<file path="config.mk">
export PLATFORM = sky130hd
export DESIGN_NAME = bp_update_sched
export DESIGN_NICKNAME = d
export VERILOG_FILES = /design/src/rtl/bp_update_sched_pkg.sv /design/src/rtl/bp_update_sched_fifo_2w1r.sv /design/src/rtl/bp_update_sched.sv
export SDC_FILE = /design/constraint.sdc
export NUM_CORES = 1
export LEC_CHECK = 0
export BUFFER_PORTS_ARGS = -buffer_cell sky130_fd_sc_hd__buf_2
export CAP_MARGIN = 20
export CORE_MARGIN = 2
export CORE_UTILIZATION = 46
export DETAILED_ROUTE_END_ITERATION = 8
export PLACE_DENSITY = 0.78
export SYNTH_ARGS = -nofsm -noshare
export SYNTH_HDL_FRONTEND = slang
export SYNTH_SLANG_ARGS = --single-unit
</file>
<file path="constraint.sdc">
create_clock -name clk -period 28 [get_ports clk]
set_input_delay 5.6 -clock clk [delete_from_list [all_inputs] [get_ports clk]]
set_output_delay 5.6 -clock clk [all_outputs]
set_load 0.02 [all_outputs]
</file>
<file path="src/rtl/bp_update_sched_pkg.sv">
// rtl/bp_update_sched_pkg.sv - shared constants and helpers for the branch update scheduler
//
// Purpose : retire width, entry packing width and the slot-acceptance helpers
//           used by bp_update_sched and its queue.
// Contents: SCALAR    - retire slots per cycle (enqueue logic assumes exactly 2)
//           entry_w   - packed queue entry width {npc, taken, addr}
//           popcount2 - number of valid retire slots
//           accept_cnt- slots that fit given the free space this cycle
package bp_update_sched_pkg;

  localparam int SCALAR = 2;

  function automatic int entry_w(input int pc_w);
    return 2 * pc_w + 1;
  endfunction

  function automatic logic [1:0] popcount2(input logic [1:0] v);
    return {1'b0, v[0]} + {1'b0, v[1]};
  endfunction

  // Slots are taken in program order; anything beyond the free space is dropped.
  function automatic logic [1:0] accept_cnt(input logic [1:0] n_valid,
                                            input logic       free_ge1,
                                            input logic       free_ge2);
    if (free_ge2) begin
      return n_valid;
    end else if (free_ge1) begin
      return (n_valid != 2'd0) ? 2'd1 : 2'd0;
    end else begin
      return 2'd0;
    end
  endfunction

endpackage

</file>
<file path="src/rtl/bp_update_sched_fifo_2w1r.sv">
// rtl/bp_update_sched_fifo_2w1r.sv - circular queue with two writes and one read per cycle
//
// Purpose : storage plus head/tail/count for the branch update queue. Writes
//           are pre-compacted by the caller: d0 lands at tail, d1 at tail+1.
// Ports   : clk, reset      - clock, async active-high reset (pointers/count only)
//           i_push_cnt      - entries to write this cycle (0..2)
//           i_push_d0/d1    - compacted write data, d0 older
//           i_pop           - consume the head entry (ignored when empty)
//           o_head          - head entry (show-ahead, not gated)
//           o_count         - occupancy
module bp_update_sched_fifo_2w1r #(
  parameter int DEPTH = 4,
  parameter int W     = 129,
  localparam int AW   = $clog2(DEPTH),
  localparam int CW   = AW + 1
) (
  input  logic          clk,
  input  logic          reset,
  input  logic [1:0]    i_push_cnt,
  input  logic [W-1:0]  i_push_d0,
  input  logic [W-1:0]  i_push_d1,
  input  logic          i_pop,
  output logic [W-1:0]  o_head,
  output logic [CW-1:0] o_count
);

  logic [W-1:0]  r_mem [DEPTH];
  logic [AW-1:0] r_head;
  logic [AW-1:0] r_tail;
  logic [CW-1:0] r_count;

  logic          w_pop;
  logic [AW-1:0] w_tail_p1;

  // An empty queue never pops, whatever the consumer says.
  assign w_pop     = i_pop && (r_count != '0);
  assign w_tail_p1 = r_tail + AW'(1);

  always_ff @(posedge clk or posedge reset) begin
    if (reset) begin
      r_head  <= '0;
      r_tail  <= '0;
      r_count <= '0;
    end else begin
      r_tail  <= r_tail + AW'(i_push_cnt);
      if (w_pop) begin
        r_head <= r_head + AW'(1);
      end
      r_count <= r_count + CW'(i_push_cnt) - CW'(w_pop);
    end
  end

  // Entry storage is deliberately left unreset; validity is tracked by count.
  always_ff @(posedge clk) begin
    if (i_push_cnt != 2'd0) begin
      r_mem[r_tail] <= i_push_d0;
    end
    if (i_push_cnt == 2'd2) begin
      r_mem[w_tail_p1] <= i_push_d1;
    end
  end

  assign o_head  = r_mem[r_head];
  assign o_count = r_count;

endmodule

</file>
<file path="src/rtl/bp_update_sched.sv">
// rtl/bp_update_sched.sv - schedules 2-wide retired branch updates into a 1-wide predictor port
//
// Purpose : buffers up to two retired branches per cycle and drains one per
//           cycle toward the branch predictor in program order.
// Ports   : clk, reset               - clock, async active-high reset
//           rob_br_en[1:0]           - per-slot retire valid, bit0 older
//           rob_npc/rob_taken_addr   - per-slot NPC / target, slot i at [i*PC_W +: PC_W]
//           rob_taken[1:0]           - per-slot resolved direction
//           rob_stall                - ROB must not retire branches this cycle
//           bp_wr_en/ready           - head valid / predictor accepts
//           bp_wr_npc/taken/addr     - head entry fields (0 when empty)
//           q_count                  - occupancy
//           overflow                 - sticky: a valid slot was dropped
module bp_update_sched
  import bp_update_sched_pkg::*;
#(
  parameter int DEPTH = 4,
  parameter int PC_W  = 64,
  localparam int CW   = $clog2(DEPTH) + 1,
  localparam int EW   = 2 * PC_W + 1
) (
  input  logic                   clk,
  input  logic                   reset,
  input  logic [SCALAR-1:0]      rob_br_en,
  input  logic [SCALAR*PC_W-1:0] rob_npc,
  input  logic [SCALAR-1:0]      rob_taken,
  input  logic [SCALAR*PC_W-1:0] rob_taken_addr,
  output logic                   rob_stall,
  output logic                   bp_wr_en,
  input  logic                   bp_wr_ready,
  output logic [PC_W-1:0]        bp_wr_npc,
  output logic                   bp_wr_taken,
  output logic [PC_W-1:0]        bp_wr_addr,
  output logic [CW-1:0]          q_count,
  output logic                   overflow
);

  logic [EW-1:0] w_slot0;
  logic [EW-1:0] w_slot1;
  logic [EW-1:0] w_d0;
  logic [EW-1:0] w_head;
  logic [CW-1:0] w_count;
  logic [CW-1:0] w_free;
  logic [1:0]    w_n_valid;
  logic [1:0]    w_acc;
  logic          w_pop;
  logic          w_drop;
  logic          r_overflow;

  assign w_slot0 = {rob_npc[0 +: PC_W],    rob_taken[0], rob_taken_addr[0 +: PC_W]};
  assign w_slot1 = {rob_npc[PC_W +: PC_W], rob_taken[1], rob_taken_addr[PC_W +: PC_W]};

  assign bp_wr_en = (w_count != '0);
  assign w_pop    = bp_wr_en && bp_wr_ready;

  // A same-cycle pop frees a slot for this cycle's enqueue.
  assign w_free    = CW'(DEPTH) - w_count + CW'(w_pop);
  assign w_n_valid = popcount2(rob_br_en);
  assign w_acc     = accept_cnt(w_n_valid, w_free != '0, w_free >= CW'(2));
  assign w_drop    = (w_acc != w_n_valid);

  // Compact valid slots so the oldest accepted one always lands at tail.
  // d1 is only used when both slots are accepted, so it is always slot1.
  assign w_d0 = rob_br_en[0] ? w_slot0 : w_slot1;

  bp_update_sched_fifo_2w1r #(
    .DEPTH (DEPTH),
    .W     (EW)
  ) u_fifo (
    .clk        (clk),
    .reset      (reset),
    .i_push_cnt (w_acc),
    .i_push_d0  (w_d0),
    .i_push_d1  (w_slot1),
    .i_pop      (w_pop),
    .o_head     (w_head),
    .o_count    (w_count)
  );

  always_ff @(posedge clk or posedge reset) begin
    if (reset) begin
      r_overflow <= 1'b0;
    end else if (w_drop) begin
      r_overflow <= 1'b1;
    end
  end

  // Stall looks only at registered occupancy so bp_wr_ready never reaches the ROB.
  assign rob_stall = (CW'(DEPTH) - w_count) < CW'(2);

  // Storage is not cleared by reset, so the head fields are gated by validity.
  assign bp_wr_npc   = bp_wr_en ? w_head[EW-1 -: PC_W] : '0;
  assign bp_wr_taken = bp_wr_en ? w_head[PC_W]         : 1'b0;
  assign bp_wr_addr  = bp_wr_en ? w_head[PC_W-1:0]     : '0;

  assign q_count  = w_count;
  assign overflow = r_overflow;

endmodule
</file>
# After elaboration in Yosys (flattened, before gate mapping)
# Memory sizes are Yosys's and may differ from the RTL's.
# Cells that the tools add are included.
[op_classes]
div = 0
bitwise = 0
add_sub_neg = 8
mux = 11
n_mul = 0
reduce_logical = 6
n_shift = 0
n_eq_ne = 2
magnitude_cmp = 2
[ops]
columns = ["op", "count"]
rows = [
  ["two-way mux 129 bit", 1],
  ["two-way mux 64 bit", 2],
  ["two-way mux 1 bit", 7],
  ["nonzero test 3 bit", 2],
  ["adder 2 x 1 -> 2 bit, second input constant", 2],
  ["nonzero test 2 bit", 2],
  ["adder 3 x 1 -> 3 bit", 1],
  ["adder 3 x 2 -> 3 bit", 1],
  ["greater-or-equal comparator 3 x 2 -> 1 bit, second input constant", 1],
  ["less-than comparator 3 x 2 -> 1 bit, second input constant", 1],
  ["subtractor 3 x 1 -> 3 bit", 1],
  ["subtractor 3 bit, first input constant", 1],
  ["adder 1 x 1 -> 2 bit", 1],
  ["adder 2 bit", 1],
  ["equality test 2 bit, second input constant", 1],
  ["logical AND 1 bit", 2],
  ["two-way mux 2 bit", 1],
  ["inequality test 2 bit", 1],
]
[word_totals]
elab_cells = 34
output_inout_bits = 135
ff_bits = 8
ram_bits = 516
memories = 1
mem_bits_ro = 0
inputBits = 263
latchBits = 0
[mem_list]
columns = ["memory", "words", "word_bits", "read_ports", "rd_clocked_by_memory_dff", "wr", "line_no", "text"]
rows = [
  ["u_fifo.r_mem", 4, 129, 1, 0, 2, "bp_update_sched_fifo_2w1r.sv:27", "logic [W-1:0] r_mem [DEPTH];"],
]

# Depth between registers and ports, before layout
[logic_depth]
depth_word = 9
depth_mapped = 16
depth_no_buf = 15

# By module
# From an unflattened synthesis, not the netlist that was laid out.
[hier_totals]
hier_cells = 1596
area_unflattened_um2 = 27975.6
[by_module_without_submodules]
columns = ["module", "seq_area_each_um2", "n_inst", "area_each_um2", "cells_each"]
rows = [
  ["bp_update_sched_fifo_2w1r", 15670.0, 1, 25318.0, 1286],
  ["bp_update_sched", 25.0, 1, 2657.5, 310],
]

# Worst setup path before layout
# Ideal clock, no wire load.
[synth_path]
kind = "input to register"
start = "in rob_br_en[0]"
end = "mem u_fifo.r_mem[1][0], enable pin"
stages = 7
setup_slack_ps = 10729
arrival_time_ps = 16458
setup_ps = 813
path_cell_list = "buf_2 clkbuf_1 clkbuf_1 inv_1 ha_1 buf_6 o32ai_1"
[synth_lines]
columns = ["element", "line_no", "text"]
rows = [
  ["start, declared", "bp_update_sched.sv:24", "input logic [SCALAR-1:0] rob_br_en,"],
  ["end, declared", "bp_update_sched_fifo_2w1r.sv:27", ""],
]

==> metrics.md <==
| Metric | Value |
|---|---|
| Status | finished clean |
| Xor and xnor fraction of the mapped netlist area | less than 1% |
| Max Clock Freq | slightly above 100 MHz |
| Worst Hold Margin | 473 ps |
| First-pass GRT wire length | about 100000 µm |
| Main synth FF type | edfxtp_1 |
| Total power draw | about 3.6 mW |
| Worst-Skew Late Latency | approximately 610 ps |
| RSZ-0062 raised after global routing | false |
| Multiplexer share of the synthesized area | 24.2% |
| Drt first-iter violations | 1130 |
| Final worst slack | roughly 18000 ps |
| Initial antenna violation count | 31 |
| Layout cells sized above 1 | roughly 45% |
| Hpwl dp | 41000 µm |
| Compound-Gate Fraction of Synth Area | about 8.7% |
| Post-CTS Setup Inserts | 0 |
| Crit path launch type | input port |
| # port buffers | 397 |
| Syn Nets | approximately 1900 |
| Die Height | between 200 and 250 µm |
| Synthesized area per cell | approximately 17 µm² |
| Setup slack at placement | around 18000 ps |
| Fillers | 4697 |
| Largest family of logic cells by synthesized area | multiplexers |
| Vias in the first global route | 17800 |
| Drt wl/cell | around 25 µm |
| CTS Buf Count | 56 |
| Seq/Total Area, Yosys | between 50% and 60% |
| Hold crit path type | reg -> reg |
| Max Transition Viols Final | 0 |
| Setup_tns | 0 ps |
| Wirelength, routed | around 70000 µm |
| Area fraction of the dominant cell type after synthesis | a little under three fifths |
| Tmin final | 9900 ps |
| Core Util, Final | 53.3% |
| Non-filler instance count after layout | between 2000 and 3000 |
| Total track usage | between 20% and 30% |
| Pwr Density | around 120 nW/µm² |
| Placement Cell Area | just under 30000 µm² |
| Row cnt | ~90 |
| Async S/R FF share, synth | 1.53% |
| Yosys warnings | 0 |
| CTS tree | yes |
| Initial Util | between 40% and 50% |
| Via Count | around 17000 |
| Leakage | 11.6 nW |
| Width of the die | 248 µm |
| Setup violators final | 0 |
| CTS H-tree depth | 2 |
| Fin crit share | a little over a third |
| Worst-margin pin slew | 1150 ps |
| Critical Path Sink Type | flop |
| DR pass1 iterations | 5 |
| RD Place Congestion | 0.799 |
| Area growth syn-to-layout | 14.5% |
| Clk slew on worst S/H paths | 60 ps |
| MaxCap Viol Count | 0 |
| Crit path DAT | roughly 10000 ps |
| Fin. Hold Viols | 0 |
| EDFF count, synth | a little over 500 |
| Crit Path Category | in -> reg |
| Peak VDD IR | ~0.09 mV |
| Nets | ~2200 |
| Req. time, crit path | approximately 28000 ps |
| Yosys reg bits | about 520 |
| Skew final | between 15 and 20 ps |
| Post-route DRC | 0 |
| Vias per cell | between 5 and 6 |
| Total die area | ~62000 µm² |
| Io pins | approximately 400 |
| CTS resizes | 0 |
| Adder-Cell Fraction of Synth Area | less than 1% |
| Most common cell in the netlist | edfxtp_1 |
| Routed Antenna Nets | 0 |
| Synth area leaders | edfxtp_1 56%, mux2_4 12%, mux4_2 11% |
| Total grt overflow | 0 |
| Core Region | approximately 59000 µm² |
| Cell variety after synth | 35 |
| Clock sinks | approximately 520 |
| Hold buffer count at CTS | 0 |
| Placed insts | roughly 2700 |
| Mapped cell area | 27500 µm² |
| Root Driver | clkbuf_16 |
| Commonest cells in the netlist | 516 x edfxtp_1, 259 x o2bb2ai_1, 220 x mux2_4 |
| Worst slew margin | between 20% and 30% |
| Post-layout instance area | 31400 µm² |
| Post-synth top area cell | edfxtp_1 |
| Clock buffer depth | 3 |
| Post-Synthesis Cells | 1636 |
| Synth Area in Simple Gates | between 5 and 6% |
| Crit-path max FO | between 70 and 80 |
| Largest net degree at the start of global routing | 79 |
==> state kept, by name, summed over array words and instances, names as in the netlist <==
| signal | flops |
|---|---|
| u_fifo.r_tail | 2 |
| overflow | 1 |
| u_fifo.r_mem | 516 |
| u_fifo.r_head | 2 |
| u_fifo.o_count | 3 |
==> layout make-up <==
class | instances | area [µm²] | area share [%]
Tap cell | 773 | 967 | 3.08
Clock buffer | 74 | 1540 | 4.90
Clock inverter | 27 | 186 | 0.593
Antenna cell | 26 | 65.1 | 0.207
Sequential cell | 524 | 15700 | 50.0
Timing Repair Buffer | 424 | 2190 | 6.97
Multi-Input combinational cell | 956 | 10700 | 34.2
Inverter | 10 | 38.8 | 0.123
==> power breakdown <==
group	switching [mW]	internal [mW]	total, mW
clock	0.297	0.402	0.699
sequential	0.0848	1.29	1.37
combinational	0.946	0.603	1.55
total	1.33	2.29	3.62
==> kinds of logic (layout without fill, tap and decap cells) <==
logic type	count (synthesis)	count (layout)
DFF	524	524
muxes	387	387
and+or+nand+nor	277	277
AOI/OAI and AO/OA	272	272
buffers and inverters	156	535
xor gates and xnor gates	11	11
adders and majority gates	9	9
other	0	26
==> critical path: stages <==
cell and delay [ps]:
buf_4 750, inv_1 120, ha_1 470, nand2b_1 290
a211oi_4 240, buf_4 670, nand2b_4 910, buf_4 880
o2bb2ai_1 190
==> metal layers <==
metal  routed length (µm)  share of wire, %  vias up  track usage, %
li1                     -                 -     7291               -
met1                27200                38     8660            27.5
met2                36000                51      681            39.2
met3                 5640               8.0      146            4.79
met4                 1790               2.5       28            7.90
met5                  172              0.24        -               0
==> layout by cell type (no fill, tap or decap), types with 6 or more instances in the layout <==
cell	netlist	final
and2_1	130	130
buf_2	54	396
buf_4	16	28
clkbuf_1	44	13
clkbuf_16	0	58
clkinv_1	0	13
clkinv_2	0	10
dfrtp_1	8	6
diode_2	0	26
edfxtp_1	516	516
ha_1	8	8
inv_1	10	9
mux2_2	38	38
mux2_4	220	220
mux4_2	129	129
nand2_1	133	133
o2bb2ai_1	259	258
xnor2_1	9	9
==> final timing paths <==
kind	start	endpoint	slack, ps	depth (start not counted)
worst max register to register	u_fifo.o_count[0]	u_fifo.r_mem[1][18]	22910	12
worst min register to register	overflow	overflow	470	1
worst max-delay path	rob_br_en[0]	u_fifo.r_mem[1][18]	18100	9
min in group asynchronous	reset	u_fifo.o_count[2]	4950	2
worst min-delay path	overflow	overflow	470	1
max in group asynchronous	reset	u_fifo.r_head[1]	22780	2
(Power assumes the default switching activity.)
